File: src/rtl/spiral_ctrl.sv
// spiral_ctrl: buffers a row x col matrix arriving in raster order into an
// external 1R1W RAM, then reads it back in clockwise spiral order onto a
// valid/rdy output stream.
module spiral_ctrl #(
  parameter int DATA_WIDTH = 8,
  parameter int R_WIDTH    = 3,
  parameter int C_WIDTH    = 3,
  parameter int ADDR_WIDTH = R_WIDTH + C_WIDTH
) (
  input  logic                  clk,
  input  logic                  rstn,
  input  logic                  start,
  input  logic [R_WIDTH-1:0]    row,
  input  logic [C_WIDTH-1:0]    col,
  output logic                  busy,
  output logic                  done,
  input  logic [DATA_WIDTH-1:0] data_in,
  input  logic                  data_in_valid,
  output logic                  data_in_rdy,
  output logic                  mem_wr_en,
  output logic [ADDR_WIDTH-1:0] mem_wr_addr,
  output logic [DATA_WIDTH-1:0] mem_wr_data,
  output logic                  mem_rd_en,
  output logic [ADDR_WIDTH-1:0] mem_rd_addr,
  input  logic [DATA_WIDTH-1:0] mem_rd_data,
  output logic [DATA_WIDTH-1:0] data_out,
  output logic                  data_out_valid,
  input  logic                  data_out_rdy
);

  localparam int T_WIDTH = R_WIDTH + C_WIDTH;
  localparam logic [R_WIDTH-1:0] R_ONE = {{(R_WIDTH-1){1'b0}}, 1'b1};
  localparam logic [C_WIDTH-1:0] C_ONE = {{(C_WIDTH-1){1'b0}}, 1'b1};
  localparam logic [T_WIDTH-1:0] T_ONE = {{(T_WIDTH-1){1'b0}}, 1'b1};

  typedef enum logic [1:0] {
    S_IDLE   = 2'd0,
    S_FILL   = 2'd1,
    S_DRAIN  = 2'd2,
    S_FINISH = 2'd3
  } state_t;

  typedef enum logic [1:0] {
    D_RIGHT = 2'd0,
    D_DOWN  = 2'd1,
    D_LEFT  = 2'd2,
    D_UP    = 2'd3
  } dir_t;

  state_t              r_state;
  state_t              w_next_state;
  dir_t                r_dir;
  logic [R_WIDTH-1:0]  r_rows;
  logic [C_WIDTH-1:0]  r_cols;
  logic [R_WIDTH-1:0]  r_row;
  logic [C_WIDTH-1:0]  r_col;
  logic [R_WIDTH-1:0]  r_top;
  logic [R_WIDTH-1:0]  r_bot;
  logic [C_WIDTH-1:0]  r_left;
  logic [C_WIDTH-1:0]  r_right;
  logic [T_WIDTH-1:0]  r_total;
  logic [T_WIDTH-1:0]  r_issued;
  logic                r_out_valid;

  logic w_in_fire;
  logic w_last_in;
  logic w_issue;
  logic w_out_fire;
  logic w_last_out;
  logic w_zero_dim;

  assign w_zero_dim = (row == {R_WIDTH{1'b0}}) || (col == {C_WIDTH{1'b0}});
  assign w_in_fire  = (r_state == S_FILL) && data_in_valid;
  assign w_last_in  = w_in_fire && (r_row == r_rows - R_ONE) && (r_col == r_cols - C_ONE);
  assign w_issue    = (r_state == S_DRAIN) && (r_issued < r_total) &&
                      (!r_out_valid || data_out_rdy);
  assign w_out_fire = r_out_valid && data_out_rdy;
  // A handshake with nothing left to issue is necessarily the final beat.
  assign w_last_out = (r_state == S_DRAIN) && w_out_fire && (r_issued == r_total);

  assign busy           = (r_state == S_FILL) || (r_state == S_DRAIN);
  assign done           = (r_state == S_FINISH);
  assign data_in_rdy    = (r_state == S_FILL);
  assign mem_wr_en      = w_in_fire;
  assign mem_wr_addr    = {r_row, r_col};
  assign mem_wr_data    = w_in_fire ? data_in : {DATA_WIDTH{1'b0}};
  assign mem_rd_en      = w_issue;
  assign mem_rd_addr    = {r_row, r_col};
  assign data_out       = mem_rd_data;
  assign data_out_valid = r_out_valid;

  // State register.
  always_ff @(posedge clk or posedge rstn) begin
    if (rstn) begin
      r_state <= S_IDLE;
    end else begin
      r_state <= w_next_state;
    end
  end

  // Next-state decode; start is only honoured in IDLE.
  always_comb begin
    w_next_state = r_state;
    case (r_state)
      S_IDLE: begin
        if (start) begin
          w_next_state = w_zero_dim ? S_FINISH : S_FILL;
        end else begin
          w_next_state = S_IDLE;
        end
      end
      S_FILL: begin
        if (w_last_in) begin
          w_next_state = S_DRAIN;
        end else begin
          w_next_state = S_FILL;
        end
      end
      S_DRAIN: begin
        if (w_last_out) begin
          w_next_state = S_FINISH;
        end else begin
          w_next_state = S_DRAIN;
        end
      end
      S_FINISH: w_next_state = S_IDLE;
      default:  w_next_state = S_IDLE;
    endcase
  end

  // Dimension latch, raster fill cursor, spiral cursor/bounds and output valid.
  always_ff @(posedge clk or posedge rstn) begin
    if (rstn) begin
      r_rows      <= '0;
      r_cols      <= '0;
      r_row       <= '0;
      r_col       <= '0;
      r_top       <= '0;
      r_bot       <= '0;
      r_left      <= '0;
      r_right     <= '0;
      r_total     <= '0;
      r_issued    <= '0;
      r_dir       <= D_RIGHT;
      r_out_valid <= 1'b0;
    end else begin
      case (r_state)
        S_IDLE: begin
          if (start) begin
            r_rows   <= row;
            r_cols   <= col;
            r_total  <= {{C_WIDTH{1'b0}}, row} * {{R_WIDTH{1'b0}}, col};
            r_row    <= '0;
            r_col    <= '0;
            r_top    <= '0;
            r_bot    <= row - R_ONE;
            r_left   <= '0;
            r_right  <= col - C_ONE;
            r_dir    <= D_RIGHT;
            r_issued <= '0;
          end
        end
        S_FILL: begin
          if (w_in_fire) begin
            if (r_col == r_cols - C_ONE) begin
              r_col <= '0;
              // Wrapping the row at the last beat leaves the cursor at (0,0) for the drain.
              r_row <= (r_row == r_rows - R_ONE) ? '0 : r_row + R_ONE;
            end else begin
              r_col <= r_col + C_ONE;
            end
          end
        end
        S_DRAIN: begin
          if (w_issue) begin
            r_out_valid <= 1'b1;
            r_issued    <= r_issued + T_ONE;
            // No step after the final element, so thin matrices never wrap a bound.
            if (r_issued != r_total - T_ONE) begin
              case (r_dir)
                D_RIGHT: begin
                  if (r_col < r_right) begin
                    r_col <= r_col + C_ONE;
                  end else begin
                    r_top <= r_top + R_ONE;
                    r_dir <= D_DOWN;
                    r_row <= r_row + R_ONE;
                  end
                end
                D_DOWN: begin
                  if (r_row < r_bot) begin
                    r_row <= r_row + R_ONE;
                  end else begin
                    r_right <= r_right - C_ONE;
                    r_dir   <= D_LEFT;
                    r_col   <= r_col - C_ONE;
                  end
                end
                D_LEFT: begin
                  if (r_col > r_left) begin
                    r_col <= r_col - C_ONE;
                  end else begin
                    r_bot <= r_bot - R_ONE;
                    r_dir <= D_UP;
                    r_row <= r_row - R_ONE;
                  end
                end
                D_UP: begin
                  if (r_row > r_top) begin
                    r_row <= r_row - R_ONE;
                  end else begin
                    r_left <= r_left + C_ONE;
                    r_dir  <= D_RIGHT;
                    r_col  <= r_col + C_ONE;
                  end
                end
                default: r_dir <= D_RIGHT;
              endcase
            end
          end else if (w_out_fire) begin
            r_out_valid <= 1'b0;
          end
        end
        S_FINISH: r_out_valid <= 1'b0;
        default:  r_out_valid <= 1'b0;
      endcase
    end
  end

endmodule

File: config.mk
export PLATFORM = sky130hd
export DESIGN_NAME = spiral_ctrl
export DESIGN_NICKNAME = d
export VERILOG_FILES = /design/src/rtl/spiral_ctrl.sv
export SDC_FILE = /design/constraint.sdc
export NUM_CORES = 1
export LEC_CHECK = 0
export CAP_MARGIN = 0
export CORE_MARGIN = 3
export CORE_UTILIZATION = 54
export DETAILED_ROUTE_END_ITERATION = 16
export PLACE_DENSITY = 0.82
export SYNTH_ARGS = -nofsm -noshare
export SYNTH_HDL_FRONTEND = slang
export SYNTH_SLANG_ARGS = --single-unit
File: constraint.sdc
create_clock -name clk -period 3.3 [get_ports clk]
set_input_delay 0.99 -clock clk [delete_from_list [all_inputs] [get_ports clk]]
set_output_delay 0.99 -clock clk [all_outputs]
set_load 0.1 [all_outputs]
# ---- After elaboration in Yosys (flattened, before gate mapping)
# Index checks and enable logic that the tools add are counted.
# Widths: inputs -> output; s select.
dict set report word_totals {
  reg_bits 41
  input_bits 27
  out_inout_bits 34
}
dict set report op_classes {
  add_sub_neg 14
  n_mul 1
  n_lt_le_gt_ge 5
  eq_ne 32
  muxes 65
  n_reduce_logical 29
}
# cell n
set ops {}
lappend ops {{$mux 3} 36}
lappend ops {{$ne 3x3->1 const B} 9}
lappend ops {{$pmux 3 s2} 4}
lappend ops {{$pmux 3 s4} 2}
lappend ops {{$reduce_and 6->1} 4}
lappend ops {{$sub 3x1->3 const B} 8}
lappend ops {{$mux 2} 10}
lappend ops {{$pmux 3 s3} 2}
lappend ops {{$pmux 2 s4} 2}
lappend ops {{$ne 2x1->1 const B} 7}
lappend ops {{$add 3x1->3 const B} 4}
lappend ops {{$mux 6} 2}
lappend ops {{$ne 2x2->1 const B} 6}
lappend ops {{$pmux 6 s2} 1}
lappend ops {{$reduce_and 10->1} 1}
lappend ops {{$reduce_and 9->1} 1}
lappend ops {{$eq 2x2->1 const B} 4}
lappend ops {{$logic_and 1x1->1} 8}
lappend ops {{$mux 8} 1}
lappend ops {{$reduce_and 8->1} 1}
lappend ops {{$add 6x1->6 const B} 1}
lappend ops {{$eq 3x3->1} 2}
lappend ops {{$eq 6x6->1} 1}
lappend ops {{$gt 3x3->1} 2}
lappend ops {{17 further kinds} 27}

# ---- Logic depth before layout (Yosys ltp)
dict set report depth {
  word_depth 6
  depth_mapped 11
  mapped_depth_nobuf 8
}

# ---- Worst setup path after synthesis
# No wires, ideal clock.
dict set report synth_path {
  path_type {flip-flop to output port}
  startpoint {register r_state[1]}
  endpoint {output mem_wr_en}
  t_arrival_ps 2814
  required_ps 2310
  setup_slack_ps -504
  stages_incl_launch_ff 5
  path_cell_list {dfrtp_1 inv_1 ha_1 inv_1 nor2_1}
}
dict set report synth_via {
  elab_chain_len 2
}
# element line
set synth_rtl {}
lappend synth_rtl {{from (decl)} 50} ;# state_t r_state;
lappend synth_rtl {{from (signal assigned)} 97} ;# r_state <= w_next_state;
lappend synth_rtl {{$eq 2x1->1} --}
lappend synth_rtl {{net data_in_rdy} 19} ;# output logic data_in_rdy,
lappend synth_rtl {{$logic_and 1x1->1} 73} ;# assign w_in_fire = (r_state == S_FILL) && data_in_valid;
lappend synth_rtl {{to (decl)} 20} ;# output logic mem_wr_en,
# The timed path passes the listed nets, and every way through them passes these cells.

# ---- Final worst setup path
dict set report layout_path {
  startpoint {input data_in_valid}
  endpoint {output mem_wr_data[7]}
}
dict set report layout_via {
  elab_chain_len 2
}
# element line
set layout_rtl {}
lappend layout_rtl {{from (decl)} 18} ;# input logic data_in_valid,
lappend layout_rtl {{$logic_and 1x1->1} 73}
lappend layout_rtl {{$mux 8} 86} ;# assign mem_wr_data = w_in_fire ? data_in : {DATA_WIDTH{1'b0}};
lappend layout_rtl {{to (decl)} 22} ;# output logic [DATA_WIDTH-1:0] mem_wr_data,
# No other way between the ends.

==> impl_metrics.yaml <==
layout:
  final-instance-count-excl-fill: 520
  drive_above_1_share_pct: 19.1
  fillCellCount: 455
  area_delta_synth_final_pct: 22.9
  nNetsFinal: 516
  diodes: 0
  fin_util_pct: 70.6
cts:
  hold_buffers: 0
  cts_tree: "done"
  numCtsBuffers: 5
  max-clock-path-buffers: 2
  cts_max_level: 2
  clkLatencyLatePin_ns: 0.31
  clkSinkCount: 41
  cts-root-buf: "clkbuf_8"
  clk_pin_slew_ns: 0.08
sta:
  fin_crit_sh_pct: 93.1
  drv_slew: 0
  timing.fmax_mhz: 326
  skew_ns: 0.0160
  slew_headroom_pct: 55.4
  min_period_ns: 3.07
  hold_viol_final: 0
  tightest_slew_ns: 0.669
  setup_viol: 0
  rsz0062_at_grt: "false"
global_routing:
  antenna_found_initial: 0
  grt_overflow_total: 0
  grt_start_max_net_pins: 42
  grt_pass1_wl_um: 14500
  grt_pass1_vias: 3070
  grt_usage_pct: 24.4
routing:
  wl_met2_um: 4410
  routed_via_density: 5.98
  maxUsedRoutingLayer: "met4"
  wl_per_cell_um: 17.2
  first_iter_violations: 327
  drt_pass1_iterations: 5
  vias: 3110
  wl_met1_um: 3730
  drc: 0
  wl_met3_um: 610
  ant_nets: 0
  drt_wl_total_um: 8940
worst_setup_path:
  path_max_fanout: 10
  rr_startpoint: "r_total[3]"
  r2r_cells: 18
  reg2reg_to: "data_out_valid"
  startpoint_type: "input pin"
  crit_type: "in2out"
  reg2reg_setup_slack_ns: 0.34
  worstSetupStartpoint: "data_in_valid"
  endpoint: "mem_wr_data[7]"
  arrival_ns: 2.08
  worstPathRequired_ns: 2.31
  endpoint_kind: "primary output"
logic_synthesis:
  synth_top_area_share_pct: 29.1
  yosys_warnings: 0
  synth_adder_area_share_pct: 16.4
  synth_xor_area_share_pct: 6.11
  ys_async_sr_fraction_pct: 100
  netlist_top_cells_area: "dfrtp_1, ha_1, mux2i_1, inv_1, nand2_1"
  synth_mux_area_share_pct: 9.20
  synth_compound_area_share_pct: 12.5
  synth_cell_type_count: 61
  syn_nets: 459
  synth-seq-cells: 41
  yosys.area.top_type: "dfrtp_1"
  yosysMostFrequentCell: "ha_1"
  synthFlopType: "dfrtp_1"
  synth_top_family_by_area: "simple AND/OR/NAND/NOR gates"
  synth_cells: 387
  yosys.area_share.simple_pct: 18.4
  synth_area_um2: 3520
  synthTopCellsByCount: "ha_1, dfrtp_1, inv_1, nand2_1, mux2i_1"
  synth_area_per_cell_um2: 9.10
  synth-edff-count: 0
  seq_area_frac_synth_pct: 29.1
status:
  status: "completed"
power:
  comb_power_share_pct: 64.1
  switchingPower_mw: 1.76
  p_int_mw: 1.73
  p_leak_nw: 2.11
  power_density_nw_per_um2: 807
  clkPwrFrac_pct: 12.2
  irDropWorstVdd_uv: 613
  p_seq_share_pct: 23.6
  swShare_pct: 50.4
floorplan:
  die_area_um2: 7520
  coreArea_um2: 6130
  fp-row-count: 28
  initial_core_util_pct: 57.4
  ios: 61
  die_h_um: 86.7
  fp.dieW_um: 86.7
place:
  dp.cells: 499
  io_buffers: 44
  globalplace.congestion: 0.785
  dp_hpwl_um: 6460
worst_hold_path:
  hold_path_class: "reg2reg"
  hold_depth: 1
flow_run:
  maxCapViolations: 0
==> what timing repair did <==
| item | in CTS | in global routing |
|---|---|---|
| resized for setup | 0 | 2 |
| pin swaps | 2 | 3 |
| endpoints found under the setup margin | 1 | 1 |
| buffers inserted | 12 | 1 |
==> power by group through the flow <==
stage	sequential, mW	clock (mW)	combinational (mW)
3_5_place_dp	0.831	0	2.15
2_1_floorplan	0.909	0	1.56
3_3_place_gp	0.824	0	2.07
5_1_grt	0.851	0.449	2.41
6_report	0.825	0.427	2.24
4_1_cts	0.822	0.425	2.20
==> sequential cells by signal, summed over array words and instances, names as in the netlist <==
register,count
r_issued,6
r_total,6
r_bot,3
r_col,3
r_cols,3
r_left,3
r_right,3
r_row,3
r_rows,3
r_top,3
r_dir,2
r_state,2
data_out_valid,1
==> stage by stage <==
stage / cell area (um^2) / worst slack (ns) / setup TNS (ns) / hold slack (ns) / power (mW)
after floorplan: 3530 / 0.0741 / 0 / 0.472 / 2.47
after CTS: 4310 / 0.0188 / 0 / 0.535 / 3.45
after global placement: 4110 / 0.0116 / 0 / 0.493 / 2.89
after detailed placement: 4110 / -0.0176 / -0.0176 / 0.517 / 2.99
after global routing: 4330 / 0.142 / 0 / 0.543 / 3.71
final: 4330 / 0.229 / 0 / 0.529 / 3.49
==> worst min-delay path by stage <==
stage	end	slack, ns	startpoint
after floorplan	r_bot[0]	0.47	r_bot[0]
after global placement	r_bot[0]	0.49	r_bot[0]
after detailed placement	r_cols[1]	0.52	r_cols[1]
after CTS	r_cols[1]	0.53	r_cols[1]
after global routing	r_cols[1]	0.54	r_cols[1]
final	r_cols[1]	0.53	r_cols[1]
==> worst max-delay path: stages <==
cell	delay [ns]
clkdlybuf4s50_1	0.62
and3_1	0.28
buf_12	0.19
==> cells by family after synthesis <==
kind of cell | after synthesis
multiplexers | 31
AND/OR/NAND/NOR | 123
buffers and inverters | 62
flip-flops | 41
XOR/XNOR | 23
AO/OA/AOI/OAI | 62
adder cells (fa/ha/maj) | 45
==> cell usage in the layout, fill, tap and decap left out, types with 6 or more instances in the layout <==
| cell | instances |
|---|---|
| clkdlybuf4s50_1 | 17 |
| and3_1 | 10 |
| dfrtp_1 | 41 |
| xor2_1 | 10 |
| mux2i_1 | 20 |
| inv_1 | 37 |
| buf_12 | 10 |
| xnor2_1 | 12 |
| and2_1 | 11 |
| o21ai_0 | 16 |
| a21oi_1 | 9 |
| mux2_2 | 8 |
| nand2_1 | 37 |
| nor2b_1 | 6 |
| nor2_1 | 14 |
| buf_4 | 46 |
| ha_1 | 42 |
| nor3_1 | 10 |
| nand3_1 | 12 |
==> area by class of cell <==
class / instances / area [um^2] / area share [%]
multi-input cells: 284 / 2220 / 51.3
flip-flops and latches: 41 / 1030 / 23.7
repair buffers: 74 / 728 / 16.8
inverters: 38 / 143 / 3.30
well taps: 75 / 93.8 / 2.17
clock buffers: 5 / 68.8 / 1.59
clock inverters: 3 / 46.3 / 1.07
==> routing by layer <==
| layer | track usage, % | up-vias |
|---|---|---|
| met3 | 3.99 | 25 |
| met1 | 30.7 | 1486 |
| met4 | 7.79 | 0 |
| li1 | - | 1457 |
| met2 | 42.5 | 142 |
| met5 | 0 | - |
(Power assumes the default switching activity.)
